**config.mk**
```make
export PLATFORM = sky130hd
export DESIGN_NAME = prng_range_sampler
export DESIGN_NICKNAME = d
export VERILOG_FILES = /design/src/rtl/prng_range_sampler.sv
export SDC_FILE = /design/constraint.sdc
export NUM_CORES = 1
export LEC_CHECK = 0
export BUFFER_PORTS_ARGS = -buffer_cell sky130_fd_sc_hd__buf_2
export CAP_MARGIN = 20
export CORE_UTILIZATION = 51
export CTS_BUF_LIST = sky130_fd_sc_hd__clkbuf_4 sky130_fd_sc_hd__clkbuf_8 sky130_fd_sc_hd__clkbuf_16
export DETAILED_ROUTE_END_ITERATION = 8
export GPL_TIMING_DRIVEN = 0
export PLACE_DENSITY = 0.79
export SLEW_MARGIN = 20
export SYNTH_ARGS = -nofsm -noshare
export SYNTH_HDL_FRONTEND = slang
export SYNTH_SLANG_ARGS = --single-unit
```
**constraint.sdc**
```tcl
create_clock -name i_clock -period 2.39 [get_ports i_clock]
set_input_delay 0.239 -clock i_clock [delete_from_list [all_inputs] [get_ports i_clock]]
set_output_delay 0.239 -clock i_clock [all_outputs]
set_load 0.01 [all_outputs]
```
**src/rtl/prng_range_sampler.sv**
```systemverilog
// prng_range_sampler: reduces raw PRNG bytes to a uniform value in [0, N) by
//    power-of-two masking plus rejection, and buffers accepted values in a
//    DEPTH-entry FIFO behind a ready/valid output.
// Latency: an accepted sample reaches an empty FIFO's head one cycle after
//    its in_valid edge.
// Backpressure: a full FIFO drops accepted samples unless a pop happens the
//    same cycle. The PRNG side has no ready, so drops are counted in o_drop_cnt.
// Ports:
//    i_clock, i_reset          clock, synchronous active-high reset
//    i_in_valid, i_in_data     raw PRNG byte and its strobe
//    i_cfg_load, i_cfg_range   latch modulus N (0 means 256) and flush the FIFO
//    o_out_valid, o_out_data   FIFO head; o_out_data is always < N
//    i_out_ready               head is consumed when valid & ready
//    o_fifo_full               FIFO holds DEPTH entries
//    o_reject_cnt, o_drop_cnt  saturating rejected / dropped sample counts
//    o_health_fail             sticky repetition-test failure
// Optional feature: define PRNG_REPEAT_CHECK_EN to build the repetition
//    health tracker. Without it, o_health_fail is tied low.
module prng_range_sampler #(
   parameter int DEPTH     = 4,
   parameter int REP_LIMIT = 6
) (
   input  logic        i_clock,
   input  logic        i_reset,
   input  logic        i_in_valid,
   input  logic [7:0]  i_in_data,
   input  logic        i_cfg_load,
   input  logic [7:0]  i_cfg_range,
   output logic        o_out_valid,
   output logic [7:0]  o_out_data,
   input  logic        i_out_ready,
   output logic        o_fifo_full,
   output logic [15:0] o_reject_cnt,
   output logic [15:0] o_drop_cnt,
   output logic        o_health_fail
);

   localparam int AW = $clog2(DEPTH);
   localparam logic [AW:0] FULL_CNT = (AW+1)'(DEPTH);

   if (DEPTH < 2 || (DEPTH & (DEPTH - 1)) != 0 || REP_LIMIT < 2) begin : g_bad_param
      $error("prng_range_sampler: DEPTH must be a power of two >= 2, REP_LIMIT >= 2");
   end

   logic [7:0]    r_range;
   logic [7:0]    r_mask;
   logic [7:0]    r_mem [DEPTH];
   logic [AW-1:0] r_wr_ptr;
   logic [AW-1:0] r_rd_ptr;
   logic [AW:0]   r_count;
   logic [15:0]   r_reject;
   logic [15:0]   r_drop;

   logic [7:0] w_range_m1;
   logic [7:0] w_mask_next;
   logic [7:0] w_masked;
   logic       w_hf_block;
   logic       w_sample;
   logic       w_accept;
   logic       w_reject;
   logic       w_full;
   logic       w_empty;
   logic       w_pop;
   logic       w_push;
   logic       w_drop;

   // Smearing the top set bit of N-1 downward gives 2^ceil(log2 N)-1.
   // N=1 yields 0, and N=0 wraps to 8'hFF, which is the 256 case.
   assign w_range_m1  = i_cfg_range - 8'd1;
   assign w_mask_next = w_range_m1 | (w_range_m1 >> 1) | (w_range_m1 >> 2) |
                        (w_range_m1 >> 3) | (w_range_m1 >> 4) | (w_range_m1 >> 5) |
                        (w_range_m1 >> 6) | (w_range_m1 >> 7);

   assign w_masked = i_in_data & r_mask;
   // A cfg_load cycle swallows the incoming sample.
   assign w_sample = i_in_valid & ~i_cfg_load & ~w_hf_block;
   assign w_accept = w_sample & ((r_range == 8'd0) | (w_masked < r_range));
   assign w_reject = w_sample & ~w_accept;

   assign w_empty = (r_count == '0);
   assign w_full  = (r_count == FULL_CNT);
   assign w_pop   = ~w_empty & i_out_ready & ~i_cfg_load;
   // When full, a same-cycle pop frees the slot that this push takes.
   assign w_push  = w_accept & (~w_full | w_pop);
   assign w_drop  = w_accept & w_full & ~w_pop;

   always_ff @(posedge i_clock) begin
      if (i_reset) begin
         r_range  <= 8'd0;
         r_mask   <= 8'hFF;
         r_wr_ptr <= '0;
         r_rd_ptr <= '0;
         r_count  <= '0;
         for (int i = 0; i < DEPTH; i++) r_mem[i] <= 8'd0;
      end else if (i_cfg_load) begin
         r_range  <= i_cfg_range;
         r_mask   <= w_mask_next;
         r_wr_ptr <= '0;
         r_rd_ptr <= '0;
         r_count  <= '0;
      end else begin
         if (w_push) begin
            r_mem[r_wr_ptr] <= w_masked;
            r_wr_ptr        <= r_wr_ptr + AW'(1);
         end
         if (w_pop) r_rd_ptr <= r_rd_ptr + AW'(1);
         case ({w_push, w_pop})
            2'b10:   r_count <= r_count + (AW+1)'(1);
            2'b01:   r_count <= r_count - (AW+1)'(1);
            default: r_count <= r_count;
         endcase
      end
   end

   always_ff @(posedge i_clock) begin
      if (i_reset) begin
         r_reject <= 16'd0;
         r_drop   <= 16'd0;
      end else begin
         if (w_reject && r_reject != 16'hFFFF) r_reject <= r_reject + 16'd1;
         if (w_drop && r_drop != 16'hFFFF)     r_drop   <= r_drop + 16'd1;
      end
   end

`ifdef PRNG_REPEAT_CHECK_EN
   localparam int RW = $clog2(REP_LIMIT + 1);

   logic [7:0]    r_last;
   logic [RW-1:0] r_run;
   logic          r_health;
   logic [RW-1:0] w_run_next;

   // The tracker sees every sampled raw byte, including ones later rejected.
   always_comb begin
      w_run_next = RW'(1);
      if (r_run != '0 && i_in_data == r_last)
         w_run_next = (r_run == RW'(REP_LIMIT)) ? r_run : r_run + RW'(1);
   end

   always_ff @(posedge i_clock) begin
      if (i_reset) begin
         r_last   <= 8'd0;
         r_run    <= '0;
         r_health <= 1'b0;
      end else if (w_sample) begin
         r_last <= i_in_data;
         r_run  <= w_run_next;
         if (w_run_next == RW'(REP_LIMIT)) r_health <= 1'b1;
      end
   end

   assign w_hf_block    = r_health;
   assign o_health_fail = r_health;
`else
   assign w_hf_block    = 1'b0;
   assign o_health_fail = 1'b0;
`endif

   assign o_out_valid  = ~w_empty;
   assign o_out_data   = w_empty ? 8'd0 : r_mem[r_rd_ptr];
   assign o_fifo_full  = w_full;
   assign o_reject_cnt = r_reject;
   assign o_drop_cnt   = r_drop;

endmodule

```
==> results.ini, run 1 <==
[drt]
via_per_inst=5.46
drt-initial-drc-count=159
first_pass_iters=4
drc=0
final_antenna_net_count=0
drt-total-wl_mm=10.9
avgRoutedWirePerCell_um=16.5
vias=3612

[synthesis]
synth_top_family_by_area=simple AND/OR/NAND/NOR gates
synth.distinct_cells=53
ys_seq_area_share_pct=48.7
ys_warn_count=0
yosysTopAreaCell=dfxtp_1
synth_flop_cell=dfxtp_1
synth_edf_count=32
synthXorXnorAreaFrac_pct=6.49
synth_area_um2=4320
synth_area_per_cell_um2=9.74
syn_inst=443
synthMuxAreaShare_pct=7.54
yosys.area_share.simple_pct=23.9
async_flop_share_pct=0
yosys.area_share.adder_pct=3.65
yosys-top-cells-area=dfxtp_1 26%, edfxtp_1 22%, nor2_1 7.0%
netlist.area_leader.share_pct=26.4
ys_seq_elements=89
synth_compound_area_share_pct=4.87
syn-num-nets=476

[timing]
worst_slew_pin_slew_ps=785
hold_viol=0
fin_crit_sh_pct=109
holdWs_ps=172
maxSlewViolCount=0
setup_viol=32
fin_worst_skew_ps=13.1
period_minus_slack_ps=2600
max_freq_mhz=384
setup_slack_ps=-211
slew_headroom_pct=47.2
rsz0062_at_grt=true

[hold_path]
hp-start=i_cfg_range[7]
hold_path_end=r_range[7]
hold_class=primary input to register
hold_depth=3

[setup_path]
reg2reg_to=r_count[2]
crit_type=register to register
rr_startpoint=r_mask[2]
critPathLaunchType=register
cp_data_required_time_ps=2620
crit_arrival_ps=2830
reg2reg_slack_ps=-210
cp-end-kind=register
path_max_fanout=3
r2r_cells=13

[place]
numPortBuffers=62
placed_area_um2=4790
hpwlAfterDp_mm=6.70
gp_congestion=0.816

[pwr]
p_comb_share_pct=11.7
p_int_mw=2.50
vdd_drop_max_mv=0.412
power.density_nw_per_um2=569
seq_power_share_pct=49.6
switchingPower_mw=0.798
clockPowerShare_pct=38.7
power.leakage_nw=2.47
power_switching_share_pct=24.2

[global_route]
use_met3_pct=3.80
busiest_layer=met2
overflow=0
grt_max_degree=17
grt_pass1_vias=3479
grt_pass1_wl_mm=16.1
grt_usage_pct=24.0
antenna_found_initial=0
met1_usage_pct=27.8
grt_use_met2_pct=43.1

[cts]
clockBufferDepth=2
cts.htree.levels=3
clock-sinks=89
clkSlewWorstSetupHoldPaths_ps=90
root_buffer=clkbuf_8
numCtsBuffers=9
cts_tree=built
clk_latency_ps=360

[layout]
fin_area_um2=5800
finalNetCount=585
fillers=561
drive_above_1_share_pct=40.2
diodes=0
syn2layout_area_growth_pct=34.3

[flow_run]
drv_cap=0

[floorplanning]
io_pins=64
initial_core_util_pct=52.5
rows=33
die-area_um2=8840
core-area_um2=8220
fp.dieH_um=94
dieWidth_um=94

[status]
violations=negative setup slack
status=complete, but fails checks

[placed cells by master, fill, tap and decap left out, types with 4 or more instances in the layout]
master    synthesis  routed
a21oi_1           9       6
and4_1            4       4
buf_2             1      62
buf_4             1      30
buf_6             3      10
clkbuf_1         14       9
clkbuf_8          0       9
dfxtp_1          57      45
dfxtp_2           0      12
edfxtp_1         32      32
ha_1             11       5
ha_4              0       6
inv_1            28      23
inv_2             0       5
mux2_2            4       4
mux2i_1          10      10
mux4_2            8       8
nand2_1          32      20
nand2_2           2      10
nand3_1          17      16
nand4_1           9       9
nor2_1           81      78
nor2_2            8       6
nor2_4            0       5
nor2b_1          12      12
nor3_1           16       7
nor3_4            0       8
or3_4             0       5
xnor2_1          15      15
xor2_1           17      17
[logic make-up (layout without fill, tap and decap cells)]
family | count (synthesis) | after routing
buffers and inverters | 48 | 162
flip-flops | 89 | 89
other | 1 | 1
AO/OA/AOI/OAI | 32 | 32
AND/OR/NAND/NOR | 207 | 207
adder cells (fa/ha/maj) | 12 | 12
multiplexers | 22 | 22
XOR/XNOR | 32 | 32
[area by class of cell]
cell class,count,area [µm²],area share [%]
sequential,89,2120,36.5
clock buffer,9,124,2.14
multi-input combinational,306,2410,41.6
inverter,28,105,1.81
tap,105,131,2.27
buffer,17,110,1.90
timing repair buffer,101,671,11.6
clock inverter,7,124,2.14
[metrics by stage]
step / utilization (%) / setup slack, ps / total power, mW / setup TNS, ps / std cells
floorplan: - / -92.5 / 1.84 / -612 / 443
global placement: 58.4 / -384 / 1.92 / -12360 / 610
detailed placement: 58.4 / -410 / 1.93 / -15040 / 610
CTS: 65.9 / -242 / 3.25 / -884 / 653
global route: 70.5 / -394 / 3.40 / -7040 / 662
finish: 70.5 / -211 / 3.30 / -3260 / 662
[power groups by stage]
| stage | Clock, mW | Sequential, mW | Combinational [mW] |
|---|---|---|---|
| 2_1_floorplan | 0 | 1.66 | 0.184 |
| 3_3_place_gp | 0 | 1.66 | 0.258 |
| 3_5_place_dp | 0 | 1.67 | 0.266 |
| 4_1_cts | 1.28 | 1.63 | 0.336 |
| 5_1_grt | 1.34 | 1.64 | 0.414 |
| 6_report | 1.28 | 1.64 | 0.385 |
[metal layers]
layer  wire (µm)  share of wire, %
met5           0                 0
met4         248               2.3
met3         445               4.1
met2        5920                54
met1        4320                40
[sequential cells by signal, indices dropped and copies added, names as in the netlist, named ones only]
register      flops
o_reject_cnt     16
r_count           3
r_range           8
r_wr_ptr          2
o_drop_cnt       16
r_mask            8
r_mem            32
r_rd_ptr          2
[cell usage after synthesis (11+ instances only)]
master and instances:
clkbuf_1 14, dfxtp_1 57, edfxtp_1 32, ha_1 11
inv_1 28, nand2_1 32, nand3_1 17, nor2_1 81
nor2b_1 12, nor3_1 16, xnor2_1 15, xor2_1 17
[critical path: stages, from the launching register on]
cell,delay [ps]
dfxtp_2,330
nand2_2,80
inv_2,50
ha_4,250
o211ai_1,90
a31oi_1,210
o2111ai_2,180
nand3_2,150
nand2_2,70
fa_2,370
or3b_1,340
mux2i_1,160
xnor2_1,130
nor2_1,50
[worst max-delay path by stage]
stage / from / end
final: r_mask[2] / r_count[2]
after detailed placement: i_in_data[3] / r_count[2]
after CTS: r_mask[3] / r_count[2]
after global placement: i_in_data[3] / r_count[2]
after floorplan: r_mask[3] / r_count[2]
after global routing: r_mask[3] / r_count[2]
[repair_timing]
item,in CTS,in global routing
resized for setup,38,69
pin swaps,20,38
setup endpoints to repair,75,79
buffers inserted,31,13
hold buffers,0,0
gates cloned,1,1
Note: power is estimated with default switching activity, not from simulation.
==> run 2, diff against run 1 <==
Settings changed: ABC_AREA set to 1, CORE_UTILIZATION 51 to 52, PLACE_DENSITY 0.79 to 0.8.
==> run 2 against run 1 <==
The run now ends clean. Area after synthesis rose by 9.5%. Critical path depth rose by 2. Die area rose by 7.2%. Sequential share of layout area rose by 1.6 points. Largest cell class unchanged.
==> results.ini, run 2 <==
[status]
status=completed

[pwr]
design_power_total_mw=3.07  ; -7.0%
vdd_drop_max_mv=0.328  ; -20%
power.leakage_nw=2.29  ; -7.4%
power.density_nw_per_um2=554  ; -2.5%

[synthesis]
ys_warn_count=0  ; unchanged
yosys-top-cells-area=dfxtp_1 24%, edfxtp_1 20%, nand2_1 9.3%
synth_flop_cell=dfxtp_1
synth_most_common_cell=nand2_1
async_flop_share_pct=0  ; unchanged
synthTopCellsByCount=117 x nand2_1, 84 x nor2_1, 70 x inv_1, 57 x dfxtp_1, 36 x o21ai_0
syn_inst=599  ; +35%
yosysTopAreaCell=dfxtp_1
synth_area_per_cell_um2=7.89  ; -19%
syn-num-nets=632  ; +33%
synth_area_um2=4730  ; +9.5%
ys_seq_area_share_pct=44.5  ; -4.2 points
ys_seq_elements=89  ; unchanged
synth_edf_count=32  ; unchanged
synth.distinct_cells=40  ; -25%
netlist.area_leader.share_pct=24.1  ; -2.3 points

[floorplanning]
fp.dieH_um=97.3  ; +3.5%
dieWidth_um=97.3  ; +3.5%
initial_core_util_pct=53.9  ; +1.4 points
io_pins=64  ; unchanged
rows=34  ; +3.0%
core-area_um2=8760  ; +6.7%
die-area_um2=9470  ; +7.2%

[cts]
clk_latency_ps=370  ; about the same
clockBufferDepth=2  ; unchanged
clock-sinks=89  ; unchanged
cts_tree=built
numCtsBuffers=9  ; unchanged
cts.htree.levels=3  ; unchanged
ctsHoldBuffers=0  ; unchanged
root_buffer=clkbuf_8
clkSlewWorstSetupHoldPaths_ps=100  ; about the same

[drt]
drc=0  ; unchanged
final_antenna_net_count=0  ; unchanged
avgRoutedWirePerCell_um=14.3  ; -14%
vias=4208  ; +17%
drt-total-wl_mm=11.2  ; +2.7%
first_pass_iters=5  ; +1
via_per_inst=5.34  ; -2.1%
drt-initial-drc-count=156  ; -1.9%

[place]
gp_congestion=0.922  ; +13%
numPortBuffers=61  ; -1.6%
placed_area_um2=5170  ; +7.8%
hpwlAfterDp_mm=8.17  ; +22%
dp_slack_ps=-571  ; -161 ps
placed_cells=768  ; +26%

[global_route]
antenna_found_initial=0  ; unchanged
grt_pass1_vias=4071  ; +17%
grt_usage_pct=24.2  ; +0.23 points
grt_max_degree=18  ; +1
overflow=0  ; unchanged
grt_pass1_wl_mm=18.5  ; +15%

[flow_run]
drv_cap=0  ; unchanged

[setup_path]
cpPeakStageDelay_ps=350  ; -20 ps
r2r_cells=15  ; +2
rr_startpoint=r_mask[7]
crit_path_frequent_cell=nand2_4
cp-end-kind=register
crit_type=register to register
reg2reg_slack_ps=70  ; +280 ps
reg2reg_to=r_mem[3][4]
cp_data_required_time_ps=2490  ; -130 ps
crit_chain=nand2_4 -> inv_1 -> ha_1 -> nand2_2 -> nor2_1 -> nor3_1 -> nand2_2 -> nand2_4 -> nand2_4 -> clkinv_4 -> nand2_8 -> inv_4 -> nand2_1 -> o21ai_4 -> buf_12
path_max_fanout=8  ; +5
critPathLaunchType=register
cp_slowest_cell=dfxtp_2
crit_arrival_ps=2420  ; -410 ps

[layout]
layout.cells.most_common=nand2_1
drive_above_1_share_pct=22.6  ; -18 points
syn2layout_area_growth_pct=17.1
diodes=0  ; unchanged
regMostFlops=r_mem
final_util_pct=63.1  ; -7.4 points
final_cell_mix=107 x nand2_1, 84 x nor2_1, 69 x inv_1, 62 x buf_2, 53 x dfxtp_1
largest_register_ffs=32  ; unchanged
finalNetCount=708  ; +21%
fin_area_um2=5530  ; -4.5%
fin_cells=788  ; +19%

[hold_path]
hold_class=primary input to register
hold_path_end=r_range[5]
hp-start=i_cfg_range[5]
hold_depth=3  ; unchanged

[timing]
setup_slack_ps=73.1  ; +284 ps
hold_viol=0  ; unchanged
fin_worst_skew_ps=13.4  ; +0.352 ps
setup_viol=0  ; -100%
maxSlewViolCount=0  ; unchanged
worst_slew_pin_slew_ps=748  ; -37.8 ps
fin_crit_sh_pct=96.9  ; -12 points
period_minus_slack_ps=2320  ; -284 ps
max_freq_mhz=432  ; +12%
slew_headroom_pct=50.2  ; +2.9 points

run 2: changes by cell type after synthesis, moves of 11 or more:
| cell | before | now |
|---|---|---|
| a21oi_1 | 9 | 34 |
| a21oi_2 | 0 | 11 |
| inv_1 | 28 | 70 |
| nand2_1 | 32 | 117 |
| nor2b_1 | 12 | 0 |
| nor3_1 | 16 | 31 |
| o21ai_0 | 6 | 36 |
| xnor2_1 | 15 | 3 |
run 2: metal layers:
metal	up-vias	track usage [%]	routed length, µm
li1	2102	-	-
met1	1957	30.2	4880
met2	122	41.2	5460
met3	27	4.24	574
met4	0	10.4	317
met5	-	0	0
run 2: area by class of cell:
type                       count  area (µm²)
timing repair buffer          65         348
fill                         728        3230
clock buffer                   9         124
sequential                    89        2110
multi-input combinational    415        2310
inverter                      78         303
tap                          108         135
buffer                        17         120
clock inverter                 7        86.3
run 2: cell families (layout without fill, tap and decap cells):
family                     after synthesis  count (layout)  share of synthesized area [%]
other                                    1               1                         0.0794
adders and majority gates               12              12                           3.34
AOI/OAI and AO/OA                       91              91                           10.9
buffers and inverters                   95             176                           8.92
DFF                                     89              89                           44.5
xor gates and xnor gates                22              22                           4.08
and+or+nand+nor                        289             289                           28.2
run 2: critical path, delay by kind of cell (launching register included):
family / cells / cell delay [ps]
adders and majority gates: 1 / 300
AOI/OAI and AO/OA: 1 / 180
DFF: 1 / 350
buffers and inverters: 4 / 330
and+or+nand+nor: 9 / 870
run 2: repair_timing:
| item | 4_1_cts | 5_1_grt |
|---|---|---|
| gates resized for setup | 8 | 26 |
| hold endpoints to repair | 0 | 0 |
| buffers inserted | 1 | 3 |
| cloned | 0 | 0 |
| pin swaps | 1 | 7 |
| endpoints found under the setup margin | 32 | 57 |
run 2: worst max path at each step:
| stage | from | end | slack, ps | cells after the start |
|---|---|---|---|---|
| floorplan | r_mask[5] | r_mem[1][0] | -60 | 12 |
| global placement | i_in_data[5] | r_mem[1][7] | -470 | 13 |
| detailed placement | i_in_data[5] | r_mem[1][1] | -570 | 13 |
| CTS | r_mask[7] | r_mem[3][3] | 10 | 15 |
| global route | r_mask[7] | r_mem[0][2] | -20 | 14 |
| finish | r_mask[7] | r_mem[3][4] | 70 | 15 |
run 2: power breakdown:
part / total [mW] / leakage, nW / switching (mW) / internal [mW]
sequential: 1.63 / 0.791 / 0.0187 / 1.61
combinational: 0.329 / 1.39 / 0.217 / 0.112
clock: 1.11 / 0.104 / 0.603 / 0.507
total: 3.07 / 2.29 / 0.839 / 2.23
run 2: stage by stage:
stage	TNS, ps	hold slack, ps
3_5_place_dp	-12880	462
2_1_floorplan	-1010	352
3_3_place_gp	-10600	449
4_1_cts	0	111
6_report	0	109
5_1_grt	-136	153
==> run 3, diff against run 2 <==
Settings changed: CORE_MARGIN set to 4.
==> run 3 against run 2 <==
Clock skew is 4.9 ps lower. Hold slack better by 11 ps. Utilization shrank 1.1 points. First-iteration DRC count grew 22%. Critical path type unchanged. Critical endpoint is now r_mem[0][1].
==> results.ini, run 3 (same netlist as run 2, synthesis figures left out) <==
[layout]
syn2layout_area_growth_pct=15.1
finalNetCount=705  ; -0.42%
fin_cells=785  ; -0.38%
final_cell_mix=108 x nand2_1, 84 x nor2_1, 70 x inv_1, 62 x buf_2, 55 x dfxtp_1
drive_above_1_share_pct=21.7  ; -0.93 points
fin_area_um2=5440  ; -1.7%
fillers=761  ; +4.5%
layout.cells.most_common=nand2_1
regMostFlops=r_mem
diodes=0  ; unchanged
largest_register_ffs=32  ; unchanged
final_util_pct=62.1  ; -1.1 points

[setup_path]
path_max_fanout=8  ; unchanged
cp_data_required_time_ps=2450  ; -40 ps
crit_arrival_ps=2340  ; -80 ps
rr_startpoint=r_mask[7]
critPathLaunchType=register
crit_type=register to register
critPathLaunch=r_mask[7]
cp-end-kind=register

[place]
placed_cells=768  ; unchanged
numPortBuffers=61  ; unchanged
dp_slack_ps=-602  ; -31.2 ps
placed_area_um2=5170  ; unchanged
hpwlAfterDp_mm=8.51  ; +4.3%
gp_congestion=0.941  ; +2.1%

[cts]
ctsHoldBuffers=0  ; unchanged
clock-sinks=89  ; unchanged
clockBufferDepth=2  ; unchanged
clk_latency_ps=370  ; about the same
root_buffer=clkbuf_8
cts_tree=built
cts.htree.levels=3  ; unchanged
clkSlewWorstSetupHoldPaths_ps=90  ; about the same
numCtsBuffers=9  ; unchanged

[floorplanning]
core-area_um2=8760  ; unchanged
dieWidth_um=103  ; +6.2%
fp.dieH_um=103  ; +6.2%
rows=34  ; unchanged
die-area_um2=10700  ; +13%
initial_core_util_pct=53.9  ; unchanged
io_pins=64  ; unchanged

[timing]
worst_slew_pin_slew_ps=658  ; -89.9 ps
hold_viol=0  ; unchanged
max_freq_mhz=440  ; +1.8%
slew_headroom_pct=56.2  ; +6.0 points
setup_slack_ps=115  ; +41.7 ps
fin_crit_sh_pct=95.2  ; -1.7 points
holdWs_ps=119  ; +10.5 ps
setup_viol=0  ; unchanged
period_minus_slack_ps=2280  ; -41.7 ps
maxSlewViolCount=0  ; unchanged
tns_ps=0  ; unchanged
fin_worst_skew_ps=8.51  ; -4.91 ps

[global_route]
grt_pass1_vias=4010  ; -1.5%
grt_max_degree=16  ; -2
met1_usage_pct=27.5  ; -2.7 points
overflow=0  ; unchanged
busiest_layer=met2
grt_pass1_wl_mm=18.2  ; -1.6%
grt_usage_pct=21.8  ; -2.4 points
antenna_found_initial=0  ; unchanged
use_met3_pct=5.16  ; +0.92 points
grt_use_met2_pct=36.4  ; -4.8 points

[hold_path]
hold_class=primary input to register
hp-start=i_cfg_range[5]

[drt]
drc=0  ; unchanged
drt-initial-drc-count=191  ; +22%
via_per_inst=5.36  ; +0.33%
final_antenna_net_count=0  ; unchanged
vias=4206  ; -0.048%
avgRoutedWirePerCell_um=14.4  ; +1.3%
drt-total-wl_mm=11.3  ; +0.95%
first_pass_iters=5  ; unchanged

[pwr]
power.density_nw_per_um2=547  ; -1.3%
design_power_total_mw=2.98  ; -3.0%
power.leakage_nw=2.25  ; -1.7%
vdd_drop_max_mv=0.255  ; -22%

[flow_run]
drv_cap=0  ; unchanged

[status]
status=completed

==> run 3: worst paths after layout <==
path	endpoint	slack (ps)	cells past startpoint
worst max-delay path	r_mem[0][1]	110	14
worst min register to register	r_rd_ptr[1]	490	2
worst max register to register	r_mem[0][1]	110	14
worst min-delay path	r_range[5]	120	3
==> run 3: final cells by class <==
cell class / count / area (µm²) / share of cell area (%)
Buffer: 17 / 120 / 2.21
Sequential cell: 89 / 2100 / 38.7
Tap cell: 108 / 135 / 2.48
Inverter: 78 / 303 / 5.57
Clock inverter: 7 / 70.1 / 1.29
Timing Repair Buffer: 62 / 313 / 5.75
Clock buffer: 9 / 124 / 2.28
Multi-Input combinational cell: 415 / 2270 / 41.7
==> run 3: layer usage <==
| layer | part of all wire (%) | vias to the layer above |
|---|---|---|
| met3 | 5.0 | 26 |
| met2 | 50 | 121 |
| li1 | - | 2100 |
| met1 | 43 | 1959 |
| met4 | 2.2 | 0 |
| met5 | 0 | - |
==> run 3: where the power goes <==
part	switching [mW]	total (mW)	internal, mW
combinational	0.210	0.309	0.0998
sequential	0.0178	1.63	1.61
clock	0.560	1.04	0.481
total	0.787	2.98	2.19
==> run 3: worst max-delay path: stages, from the launching register on <==
cell      delay [ps]
dfxtp_1          330
nand2_2          140
inv_1             70
ha_1             290
nand2_1           60
inv_1             40
nor3_2           160
nand2_2          100
nand2_4          100
nand2_4           70
clkinv_4          60
nand2_4           70
inv_4             90
nand4_1          150
nand2_2          220
==> run 3: timing repair <==
| item | 4_1_cts | 5_1_grt |
|---|---|---|
| endpoints found under the setup margin | 32 | 41 |
| setup buffers | 1 | 0 |
| pin swaps | 2 | 1 |
| gates resized for setup | 9 | 16 |
